==> config.mk <==
export PLATFORM = sky130hd
export DESIGN_NAME = div_unit_flat
export DESIGN_NICKNAME = d
export VERILOG_FILES = /design/src/rtl/div_unit_if.sv /design/src/rtl/div_unit.sv /design/src/flat_wrapper.sv
export SDC_FILE = /design/constraint.sdc
export NUM_CORES = 1
export LEC_CHECK = 0
export ABC_AREA = 1
export CORE_UTILIZATION = 40
export DETAILED_ROUTE_END_ITERATION = 10
export DONT_BUFFER_PORTS = 1
export HOLD_SLACK_MARGIN = 0.15
export PLACE_DENSITY = 0.51
export SLEW_MARGIN = 20
export SYNTH_ARGS = -nofsm -noshare
export SYNTH_HDL_FRONTEND = slang
export SYNTH_SLANG_ARGS = --single-unit
==> constraint.sdc <==
create_clock -name clk_i -period 7.3 [get_ports clk_i]
set_input_delay 2.19 -clock clk_i [delete_from_list [all_inputs] [get_ports clk_i]]
set_output_delay 2.19 -clock clk_i [all_outputs]
set_load 0.01 [all_outputs]
==> src/rtl/div_unit_if.sv <==
// Request/result bundle between the EX stage and the iterative divide unit.
// Handshake: a request is taken on a rising edge where valid_i=1, div_ctrl_i!=0,
// flush_i=0 and ready_o=1; valid_o is a one-cycle result pulse with no back-pressure.
interface div_unit_if;
    logic        valid_i;
    logic [3:0]  div_ctrl_i;
    logic [31:0] src1_i;
    logic [31:0] src2_i;
    logic        flush_i;
    logic        ready_o;
    logic        busy_o;
    logic        valid_o;
    logic [31:0] result_o;

    modport master (
        output valid_i, div_ctrl_i, src1_i, src2_i, flush_i,
        input  ready_o, busy_o, valid_o, result_o
    );

    modport slave (
        input  valid_i, div_ctrl_i, src1_i, src2_i, flush_i,
        output ready_o, busy_o, valid_o, result_o
    );
endinterface

==> src/rtl/div_unit.sv <==
// Iterative RV32M divider (div, divu, rem, remu): restoring shift-subtract, one
// quotient bit per cycle, with divide-by-zero and signed overflow resolved at accept.
module div_unit (
    input  logic        clk_i,
    input  logic        rst_i,
    div_unit_if.slave   bus,
    output logic [1:0]  dbg_state_o
);
    localparam int XLEN = 32;

    typedef enum logic [1:0] {
        IDLE = 2'd0,
        CALC = 2'd1,
        DONE = 2'd2
    } state_t;

    state_t            state;
    logic [4:0]        cnt;
    logic [XLEN-1:0]   result_q;
    logic [XLEN-1:0]   divisor_q;
    logic [XLEN-1:0]   rem_q;
    logic [XLEN-1:0]   quo_q;
    logic              op_rem_q;
    logic              sign_q;
    logic              sign_r;

    // Request decode
    logic              accept;
    logic              is_signed;
    logic              is_rem;
    logic              div_zero;
    logic              overflow;
    logic [XLEN-1:0]   abs1;
    logic [XLEN-1:0]   abs2;

    // Datapath step
    logic [XLEN:0]     rem_shift;
    logic [XLEN:0]     trial;
    logic [XLEN-1:0]   rem_next;
    logic [XLEN-1:0]   quo_next;
    logic [XLEN-1:0]   final_res;

    assign accept    = (state == IDLE) && bus.valid_i && (bus.div_ctrl_i != 4'b0000) && !bus.flush_i;
    assign is_signed = bus.div_ctrl_i[0] | bus.div_ctrl_i[2];
    assign is_rem    = bus.div_ctrl_i[2] | bus.div_ctrl_i[3];
    assign div_zero  = (bus.src2_i == '0);
    assign overflow  = is_signed && (bus.src1_i == 32'h8000_0000) && (bus.src2_i == 32'hFFFF_FFFF);
    assign abs1      = (is_signed && bus.src1_i[XLEN-1]) ? (~bus.src1_i + 32'd1) : bus.src1_i;
    assign abs2      = (is_signed && bus.src2_i[XLEN-1]) ? (~bus.src2_i + 32'd1) : bus.src2_i;

    // The shifted remainder can reach 33 bits; the 33-bit difference still has a
    // valid sign bit because its true value lies strictly within +/-2^32.
    assign rem_shift = {rem_q, quo_q[XLEN-1]};
    assign trial     = rem_shift - {1'b0, divisor_q};
    assign rem_next  = trial[XLEN] ? rem_shift[XLEN-1:0] : trial[XLEN-1:0];
    assign quo_next  = {quo_q[XLEN-2:0], ~trial[XLEN]};

    always_comb begin
        final_res = quo_next;
        if (op_rem_q) begin
            final_res = sign_r ? (~rem_next + 32'd1) : rem_next;
        end else begin
            final_res = sign_q ? (~quo_next + 32'd1) : quo_next;
        end
    end

    always_ff @(posedge clk_i) begin
        if (rst_i) begin
            state     <= IDLE;
            cnt       <= '0;
            result_q  <= '0;
            divisor_q <= '0;
            rem_q     <= '0;
            quo_q     <= '0;
            op_rem_q  <= 1'b0;
            sign_q    <= 1'b0;
            sign_r    <= 1'b0;
        end else begin
            case (state)
                IDLE: begin
                    if (accept) begin
                        op_rem_q  <= is_rem;
                        sign_q    <= bus.div_ctrl_i[0] & (bus.src1_i[XLEN-1] ^ bus.src2_i[XLEN-1]);
                        sign_r    <= bus.div_ctrl_i[2] & bus.src1_i[XLEN-1];
                        divisor_q <= abs2;
                        quo_q     <= abs1;
                        rem_q     <= '0;
                        cnt       <= '0;
                        if (div_zero) begin
                            result_q <= is_rem ? bus.src1_i : '1;
                            state    <= DONE;
                        end else if (overflow) begin
                            result_q <= is_rem ? '0 : 32'h8000_0000;
                            state    <= DONE;
                        end else begin
                            state    <= CALC;
                        end
                    end
                end
                CALC: begin
                    if (bus.flush_i) begin
                        state <= IDLE;
                    end else begin
                        rem_q <= rem_next;
                        quo_q <= quo_next;
                        cnt   <= cnt + 5'd1;
                        if (cnt == 5'(XLEN - 1)) begin
                            result_q <= final_res;
                            state    <= DONE;
                        end
                    end
                end
                DONE: begin
                    state <= IDLE;
                end
                default: begin
                    state <= IDLE;
                end
            endcase
        end
    end

    assign bus.ready_o  = (state == IDLE);
    assign bus.busy_o   = accept || (state == CALC);
    assign bus.valid_o  = (state == DONE) && !bus.flush_i;
    assign bus.result_o = result_q;
    assign dbg_state_o  = state;
endmodule
==> src/flat_wrapper.sv <==
// flat-port wrapper written by rule: the top's interface ports become plain ports
module div_unit_flat 
  (clk_i, rst_i, dbg_state_o, bus_valid_i, bus_div_ctrl_i, bus_src1_i, bus_src2_i, bus_flush_i, bus_ready_o, bus_busy_o, bus_valid_o, bus_result_o);
  div_unit_if bus_i ();
  input  logic clk_i;
  input  logic rst_i;
  output logic [1:0] dbg_state_o;
  input wire logic [$bits(bus_i.valid_i)-1:0] bus_valid_i;
  input wire logic [$bits(bus_i.div_ctrl_i)-1:0] bus_div_ctrl_i;
  input wire logic [$bits(bus_i.src1_i)-1:0] bus_src1_i;
  input wire logic [$bits(bus_i.src2_i)-1:0] bus_src2_i;
  input wire logic [$bits(bus_i.flush_i)-1:0] bus_flush_i;
  output wire logic [$bits(bus_i.ready_o)-1:0] bus_ready_o;
  output wire logic [$bits(bus_i.busy_o)-1:0] bus_busy_o;
  output wire logic [$bits(bus_i.valid_o)-1:0] bus_valid_o;
  output wire logic [$bits(bus_i.result_o)-1:0] bus_result_o;
  assign bus_i.valid_i = bus_valid_i;
  assign bus_i.div_ctrl_i = bus_div_ctrl_i;
  assign bus_i.src1_i = bus_src1_i;
  assign bus_i.src2_i = bus_src2_i;
  assign bus_i.flush_i = bus_flush_i;
  assign bus_ready_o = bus_i.ready_o;
  assign bus_busy_o = bus_i.busy_o;
  assign bus_valid_o = bus_i.valid_o;
  assign bus_result_o = bus_i.result_o;
  div_unit u_core (.clk_i(clk_i), .rst_i(rst_i), .bus(bus_i), .dbg_state_o(dbg_state_o));
endmodule
==> results.cfg, run 1 <==
[drt]
drt-total-wl_mm = 49.98
wl_per_cell_um = 18.56
dr_total_vias = 14586
route.detailed.drc = 0
final_antenna_net_count = 0
viasPerCell = 5.416
drtIter0Drc = 1418
drt_first_pass_iters = 6

[global_route]
grt_max_degree = 97
antenna_found_initial = 1
grt_overflow = 0
grt_pass1_vias = 13099
grt_use_total_pct = 30.51
grt_pass1_wl_mm = 76.38

[setup_path]
slowest_stage = inv_2
crit_family = simple AND/OR/NAND/NOR gates
worstPathMaxFanout = 25
cp-start-kind = input port
r2r_slack_ns = 1.95
cp.required_ns = 7.68
crit_path_end_kind = register
critPathBufInv = 2
crit_arrival_ns = 6.04
cp_slowest_stage_delay_ns = 0.64
timing_worst_setup_path_type = input port to register
crit_path_cell_trace = inv_1 > ha_1 > nand4_1 > nor3_2 > nand2_1 > nor3_2 > nand4_1 > o221ai_2 > nand3_2 > inv_2 > nand2_4 > a21oi_1 > nand2_1 > a21oi_1

[clock_tree]
cts_tree = built
numClockSinks = 138
clk_path_buf_depth = 2
clk_pin_slew_worst_paths_ns = 0.07
clock_latency_ns = 0.46
cts_root_buf = clkbuf_16
h-tree-depth = 4
hold_buffers = 0
cts-resized-gates = 0
cts_inserted_buffers = 17
post_cts_buffers = 0

[flow_run]
max-cap-violations = 0

[placed_design]
place_area_sq_um = 13140
gp_congestion = 0.9587
dp_hpwl_mm = 38.75
port_buffers = 0

[power_and_ir_drop]
cellPowerDensity_nw_per_um2 = 195.6
vdd_drop_max_mv = 0.1866
p_leak_nw = 6.902

[sta]
fmax_mhz = 176.6
finalCriticalPeriod_ns = 5.664
setup_violations = 0
hold_viol = 0
setup_tns_ns = 0
finalCritPeriodShare_pct = 77.59
maxSlewViolCount = 0
max_slew_margin_pct = 33.93
tightest_slew_ns = 0.9874
rsz0062_at_grt = no
fin_skew_ns = 0.01340

[logic_synthesis]
ys_seq_area_share_pct = 21.37
synth.area.top_cells = nand2_1 (23%), dfxtp_1 (21%), inv_1 (9.8%), a21oi_1 (8.0%), nand3_1 (6.4%)
syn_nets = 2443
synth_top_area_share_pct = 22.65
synth_warnings = 0
synth_edf_count = 0
async_flop_share_pct = 0
synth.distinct_cells = 49
yosysTopAreaCell = nand2_1
ys_ff_latch = 138
avgSynthCellArea_sq_um = 5.545
synth_area_sq_um = 12920
synthCells = 2331
synth-main-ff-cell = dfxtp_1

[finish]
final_nets = 2390
multi_input_area_sq_um = 8476
layout_commonest_cell = nand2_1
area_delta_synth_final_pct = 6.409
nFillCells = 3515
antenna_cells = 0
layout_common_cells = nand2_1 (779), inv_1 (337), a21oi_1 (207), nor2_1 (207), nand3_1 (165)
drive_gt1_share_pct = 4.452
final_area_sq_um = 13750
final-seq-area_sq_um = 2764

[floorplan]
io_pins = 109
coreArea_sq_um = 31640
initial_core_util_pct = 40.85
rows = 65
die-area_sq_um = 33030
die_y_um = 181.8
die_width_um = 181.8

[min_path]
hold_class = register to register

[run_status]
status = complete, no violations
through the flow:
stage	setup slack, ns	std cells	total power [mW]	utilization [%]	hold WS, ns
finish	1.636	2693	2.690	43.47	0.4689
global route	1.286	2693	2.843	43.47	0.4993
CTS	1.674	2693	2.688	43.47	0.4692
detailed placement	1.231	2661	1.742	41.54	0.4562
global placement	1.410	2661	1.742	41.54	0.4480
floorplan	1.719	2331	1.496	-	0.4453
layout make-up:
cell class | count | area share [%]
inverters | 345 | 9.416
flip-flops and latches | 138 | 20.10
multi-input cells | 1762 | 61.63
repair buffers | 14 | 0.7642
clock inverters | 14 | 1.319
clock buffers | 18 | 3.120
well taps | 402 | 3.657
tightest hold or removal path: stages (launching register included):
cell,delay [ns]
dfxtp_1,0.32
nand2_1,0.06
a21oi_1,0.05
cell usage after synthesis (16+ instances only):
cell type,n
a21oi_1,207
clkbuf_1,59
dfxtp_1,138
ha_1,39
inv_1,337
nand2_1,780
nand2_2,17
nand3_1,165
nand4_1,23
nor2_1,209
nor3_1,33
o211ai_1,22
o21ai_0,104
o21ai_1,16
xnor2_1,25
xor2_1,25
final timing paths:
| path | start | end | cells past startpoint |
|---|---|---|---|
| min reg2reg | u_core.cnt[4]$_SDFFE_PP0P_ | u_core.cnt[4]$_SDFFE_PP0P_ | 2 |
| min | u_core.cnt[4]$_SDFFE_PP0P_ | u_core.cnt[4]$_SDFFE_PP0P_ | 2 |
| max | bus_src1_i[1] | u_core.bus.result_o[19]$_SDFFE_PP0P_ | 14 |
| max reg2reg | u_core.quo_q[31]$_SDFFE_PP0P_ | u_core.bus.result_o[26]$_SDFFE_PP0P_ | 30 |
cell families (layout without fill, tap and decap cells):
kind of cell | Yosys count | in the layout | share of synthesized area, %
xor+xnor | 50 | 50 | 3.388
fa+ha+maj | 40 | 40 | 3.930
simple gates | 1282 | 1282 | 41.54
buf+inv | 431 | 391 | 13.21
compound gates | 390 | 390 | 16.55
flops | 138 | 138 | 21.37
registers in the layout, indices dropped and copies added, names as in the netlist:
name and cells:
u_core.sign_q 1, u_core.divisor_q 32, u_core.sign_r 1, u_core.bus.result_o 32, u_core.rem_q 32, u_core.cnt 5, u_core.dbg_state_o 2, u_core.quo_q 32
u_core.op_rem_q 1
layer usage:
metal  global-route usage [%]  up-vias  routed length, um  part of all wire (%)
li1                         -     7310                  -                     -
met4                    9.186        0               1124                   2.2
met3                    6.378       58               4113                   8.2
met2                    46.62      538              21440                    43
met1                    42.72     6680              23300                    47
met5                        0        -                  0                     0
report_power, final:
part	leakage, nW	internal [mW]	switching, mW
registers	1.12	0.792	0.0383
clock network	0.291	0.545	0.397
logic	5.49	0.268	0.649
Power figures use the tool's default switching activity.
==> run 2, diff against run 1 <==
clock period = 5.7 ns   (was 7.3 ns; I/O delays follow)
==> run 2 against run 1 <==
Compared with the run above:
- design area up 0.12%
- register-to-register slack worse by 1.1 ns
- critical path depth increased by 17
- largest cell class unchanged
- largest power group unchanged
- highest routed layer unchanged
==> results.cfg, run 2 (synthesis results as in run 1) <==
[setup_path]
timing.rr.start = u_core.quo_q[31]$_SDFFE_PP0P_
cp-start-kind = register
crit_arrival_ns = 5.19
cp.required_ns = 6.09
crit_path_end_kind = register
r2r_slack_ns = 0.90
timing_worst_setup_path_type = register to register
cp_slowest_stage_delay_ns = 0.42
r2r-end = u_core.bus.result_o[30]$_SDFFE_PP0P_
worstPathMaxFanout = 14
reg2reg_depth = 31
crit_start = u_core.quo_q[31]$_SDFFE_PP0P_
path_common_cell = nand2_1
slowest_stage = nor3_1

[sta]
setup_tns_ns = 0
setup_violations = 0
tightest_slew_ns = 1.118
maxSlewViolCount = 0
hold_viol = 0
max_slew_margin_pct = 25.38
fin_skew_ns = 0.01516
finalCritPeriodShare_pct = 84.25
rsz0062_at_grt = no
whs_ns = 0.4754
fmax_mhz = 208.2
finalCriticalPeriod_ns = 4.802

[min_path]
hold_depth = 2
min_to = u_core.cnt[4]$_SDFFE_PP0P_
min_from = u_core.cnt[4]$_SDFFE_PP0P_
hold_class = register to register

[drt]
route.detailed.drc = 0
drt-total-wl_mm = 50.32
final_antenna_net_count = 0
drtIter0Drc = 1195
viasPerCell = 5.374
wl_per_cell_um = 18.66
dr_total_vias = 14494
drt_first_pass_iters = 5

[clock_tree]
cts_inserted_buffers = 17
cts-resized-gates = 0
h-tree-depth = 4
cts_root_buf = clkbuf_16
post_cts_buffers = 0
hold_buffers = 0
numClockSinks = 138
clock_latency_ns = 0.46
clk_pin_slew_worst_paths_ns = 0.07
cts_tree = built
clk_path_buf_depth = 2

[power_and_ir_drop]
vdd_drop_max_mv = 0.2330
p_leak_nw = 6.920
cellPowerDensity_nw_per_um2 = 249.6

[global_route]
grt_pass1_vias = 13398
top_usage_layer = met2
grt_use_total_pct = 30.63
grtUsageMet3_pct = 8.243
grtUsageMet1_pct = 41.84
antenna_found_initial = 1
grt_overflow = 0
grt_pass1_wl_mm = 76.96
met2_usage_pct = 46.32
grt_max_degree = 97

[placed_design]
dp_hpwl_mm = 38.96
gp_congestion = 0.9746
port_buffers = 0

[finish]
final_nets = 2394
layout_common_cells = nand2_1 (779), inv_1 (337), a21oi_1 (207), nor2_1 (207), nand3_1 (165)
layout_commonest_cell = nand2_1
antenna_cells = 0
area_delta_synth_final_pct = 6.535
drive_gt1_share_pct = 4.575

[floorplan]
initial_core_util_pct = 40.85
io_pins = 109
coreArea_sq_um = 31640
rows = 65
die-area_sq_um = 33030
die_y_um = 181.8
die_width_um = 181.8

[run_status]
status = complete, no violations

[flow_run]
max-cap-violations = 0
## run 2: stage by stage
stage	cells	util, %	total power, mW	setup slack [ns]	area (sq um)
after floorplan	2331	-	1.916	1.079	12920
after global placement	2665	41.63	2.232	1.150	13170
after detailed placement	2665	41.63	2.234	1.008	13170
after CTS	2697	43.52	3.428	0.9710	13770
after global routing	2697	43.52	3.634	0.4062	13770
final	2697	43.52	3.437	0.8979	13770
## run 2: cell type report
class	instances	area, sq um
fillers	3588	17870
multi-input cells	1762	8476
flip-flops and latches	138	2763
inverters	345	1295
well taps	402	503.0
clock buffers	18	429.2
clock inverters	14	168.9
repair buffers	18	135.1
## run 2: worst max path at each step
stage,endpoint,slack (ns),cells after the start
final,u_core.bus.result_o[30]$_SDFFE_PP0P_,0.90,31
after global routing,u_core.bus.result_o[30]$_SDFFE_PP0P_,0.41,28
after CTS,u_core.bus.result_o[26]$_SDFFE_PP0P_,0.97,30
after detailed placement,u_core.bus.result_o[26]$_SDFFE_PP0P_,1.01,30
after global placement,u_core.bus.result_o[26]$_SDFFE_PP0P_,1.15,30
after floorplan,bus_busy_o,1.08,8
## run 2: worst max-delay path: cells and delay by family (launching register included)
family | cells | cell delay [ns]
and+or+nand+nor | 22 | 3.03
adders and majority gates | 3 | 0.81
DFF | 1 | 0.36
AOI/OAI and AO/OA | 3 | 0.32
buffers and inverters | 3 | 0.23
## run 2: power by group
group          internal, mW  leakage, nW  switching [mW]
Sequential             1.01         1.12          0.0516
Clock                 0.690        0.291           0.507
Combinational         0.346         5.51           0.828
## run 2: per-layer routing
metal  vias up  routed length [um]
met4         0                1147
met2       466               21420
met1      6638               23510
met3        63                4245
met5         -                   0
li1       7327                   -
==> run 3, diff against run 2 <==
clock period = 4.5 ns   (was 5.7 ns; I/O delays follow)
==> run 3 against run 2 <==
Compared with the run above:
- clock power rose by 27%
- design area rose by 1.1%
- global-route usage fell by 0.054 points
- setup slack got worse by 0.52 ns
- total power rose by 27%
- die area did not move
- sequential power rose by 25%
- combinational power rose by 29%
- routed wire length fell by 0.37%
- count of clock-buffer cells in the layout rose by 6
==> results.cfg, run 3 (synthesis results as in run 1) <==
[sta]
fmax_mhz = 242.7
max_slew_margin_pct = 38.02
hold_viol = 0
finalCriticalPeriod_ns = 4.120
setup_ws_ns = 0.3802
whs_ns = 0.4679
fin_skew_ns = 0.01362
maxSlewViolCount = 0
setup_violations = 0
rsz0062_at_grt = no
finalCritPeriodShare_pct = 91.55
tightest_slew_ns = 0.9298
setup_tns_ns = 0

[placed_design]
place_ws_ns = 0.2724
place_area_sq_um = 13260
gp_congestion = 0.8987
dp_hpwl_mm = 38.83
port_buffers = 0

[clock_tree]
numClockSinks = 138
clock_latency_ns = 0.46
cts_root_buf = clkbuf_16
cts_inserted_buffers = 17
h-tree-depth = 4
clk_path_buf_depth = 2
clk_pin_slew_worst_paths_ns = 0.07
hold_buffers = 0
cts_tree = built

[run_status]
status = complete, no violations

[power_and_ir_drop]
p_leak_nw = 7.002
combPwrFrac_pct = 34.5
cell_internal_pwr_mw = 2.646
switchingPower_mw = 1.724
p_sw_share_pct = 39.45
seq_power_share_pct = 30.8
vdd_drop_max_mv = 0.2858
cellPowerDensity_nw_per_um2 = 314.0
clkPwrFrac_pct = 34.8

[setup_path]
timing_worst_setup_path_type = register to register
cp_slowest_stage_delay_ns = 0.38
reg2reg_depth = 31
cp-start-kind = register
r2r_slack_ns = 0.38
timing.rr.start = u_core.divisor_q[0]$_SDFFE_PP0P_
worstPathMaxFanout = 5
slowest_stage = dfxtp_1
crit_arrival_ns = 4.50
crit_path_end_kind = register
r2r-end = u_core.bus.result_o[30]$_SDFFE_PP0P_
cp.required_ns = 4.88

[global_route]
grt_pass1_vias = 13078
grt_use_total_pct = 30.57
antenna_found_initial = 0
grt_max_degree = 97
grt_overflow = 0
grt_pass1_wl_mm = 77.08

[drt]
route.detailed.drc = 0
drt-total-wl_mm = 50.14
wl_per_cell_um = 18.50
dr_total_vias = 14550
drt_first_pass_iters = 6
final_antenna_net_count = 0
drtIter0Drc = 1437
viasPerCell = 5.369

[flow_run]
max-cap-violations = 0

[min_path]
hold_class = register to register
hold_depth = 2
min_from = u_core.cnt[4]$_SDFFE_PP0P_
min_to = u_core.cnt[4]$_SDFFE_PP0P_

[finish]
final_area_sq_um = 13920
final_nets = 2407
layout_common_cells = nand2_1 (778), inv_1 (336), a21oi_1 (207), nor2_1 (203), nand3_1 (163)
antenna_cells = 0
nFillCells = 3483
layout_commonest_cell = nand2_1
drive_gt1_share_pct = 5.589
area_delta_synth_final_pct = 7.696

[floorplan]
die_y_um = 181.8
die-area_sq_um = 33030
initial_core_util_pct = 40.85
rows = 65
die_width_um = 181.8
coreArea_sq_um = 31640
io_pins = 109
[run 3: changes by cell type in the layout (fill, tap and decap cells not counted), sizes merged]
cell / change
buf: +13
clkbuf: +6
clkinv: -4
bufinv: -1
inv: -1
[run 3: layout make-up]
type	count	area (sq um)	share of cell area (%)
Sequential cell	138	2763	19.85
Inverter	345	1295	9.303
Tap cell	402	503.0	3.613
Timing Repair Buffer	31	232.7	1.672
Multi-Input combinational cell	1762	8508	61.12
Clock buffer	24	511.7	3.676
Clock inverter	8	106.4	0.7640
[run 3: how the worst max path moves through the flow]
stage	startpoint	endpoint	cells past startpoint
finish	u_core.divisor_q[0]$_SDFFE_PP0P_	u_core.bus.result_o[30]$_SDFFE_PP0P_	31
global route	u_core.quo_q[31]$_SDFFE_PP0P_	u_core.bus.result_o[30]$_SDFFE_PP0P_	32
CTS	u_core.divisor_q[0]$_SDFFE_PP0P_	u_core.bus.result_o[30]$_SDFFE_PP0P_	31
detailed placement	u_core.divisor_q[0]$_SDFFE_PP0P_	u_core.bus.result_o[30]$_SDFFE_PP0P_	31
global placement	bus_src2_i[0]	u_core.bus.result_o[6]$_SDFFE_PP0P_	14
floorplan	u_core.quo_q[31]$_SDFFE_PP0P_	u_core.bus.result_o[26]$_SDFFE_PP0P_	32
[run 3: per-layer routing]
layer | GRT usage, % | wire length (um)
met1 | 43.78 | 23790
met2 | 47.23 | 21730
met3 | 5.636 | 3943
met4 | 6.712 | 668
met5 | 0 | 0
[run 3: critical path: cells and delay by family, from the launching register on]
kind	cells	cell delay (ns)
buffers and inverters	3	0.30
AND/OR/NAND/NOR	22	2.22
flip-flops	1	0.38
adder cells (fa/ha/maj)	3	0.80
AO/OA/AOI/OAI	3	0.35
[run 3: power groups by stage]
stage / registers (mW) / logic (mW) / clock network (mW)
5_1_grt: 1.35 / 1.68 / 1.58
3_3_place_gp: 1.37 / 1.45 / 0
2_1_floorplan: 1.35 / 1.08 / 0
3_5_place_dp: 1.37 / 1.46 / 0
4_1_cts: 1.34 / 1.46 / 1.54
6_report: 1.34 / 1.51 / 1.52
[run 3: metrics by stage]
step,power [mW],util (%),std cells
2_1_floorplan,2.427,-,2331
3_3_place_gp,2.819,41.92,2677
3_5_place_dp,2.827,41.92,2677
4_1_cts,4.350,43.87,2709
5_1_grt,4.616,44.00,2710
6_report,4.371,44.00,2710
[run 3: what timing repair did]
action	4_1_cts	5_1_grt
endpoints found under the setup margin	0	7
resized for setup	0	14
buffers inserted	0	1
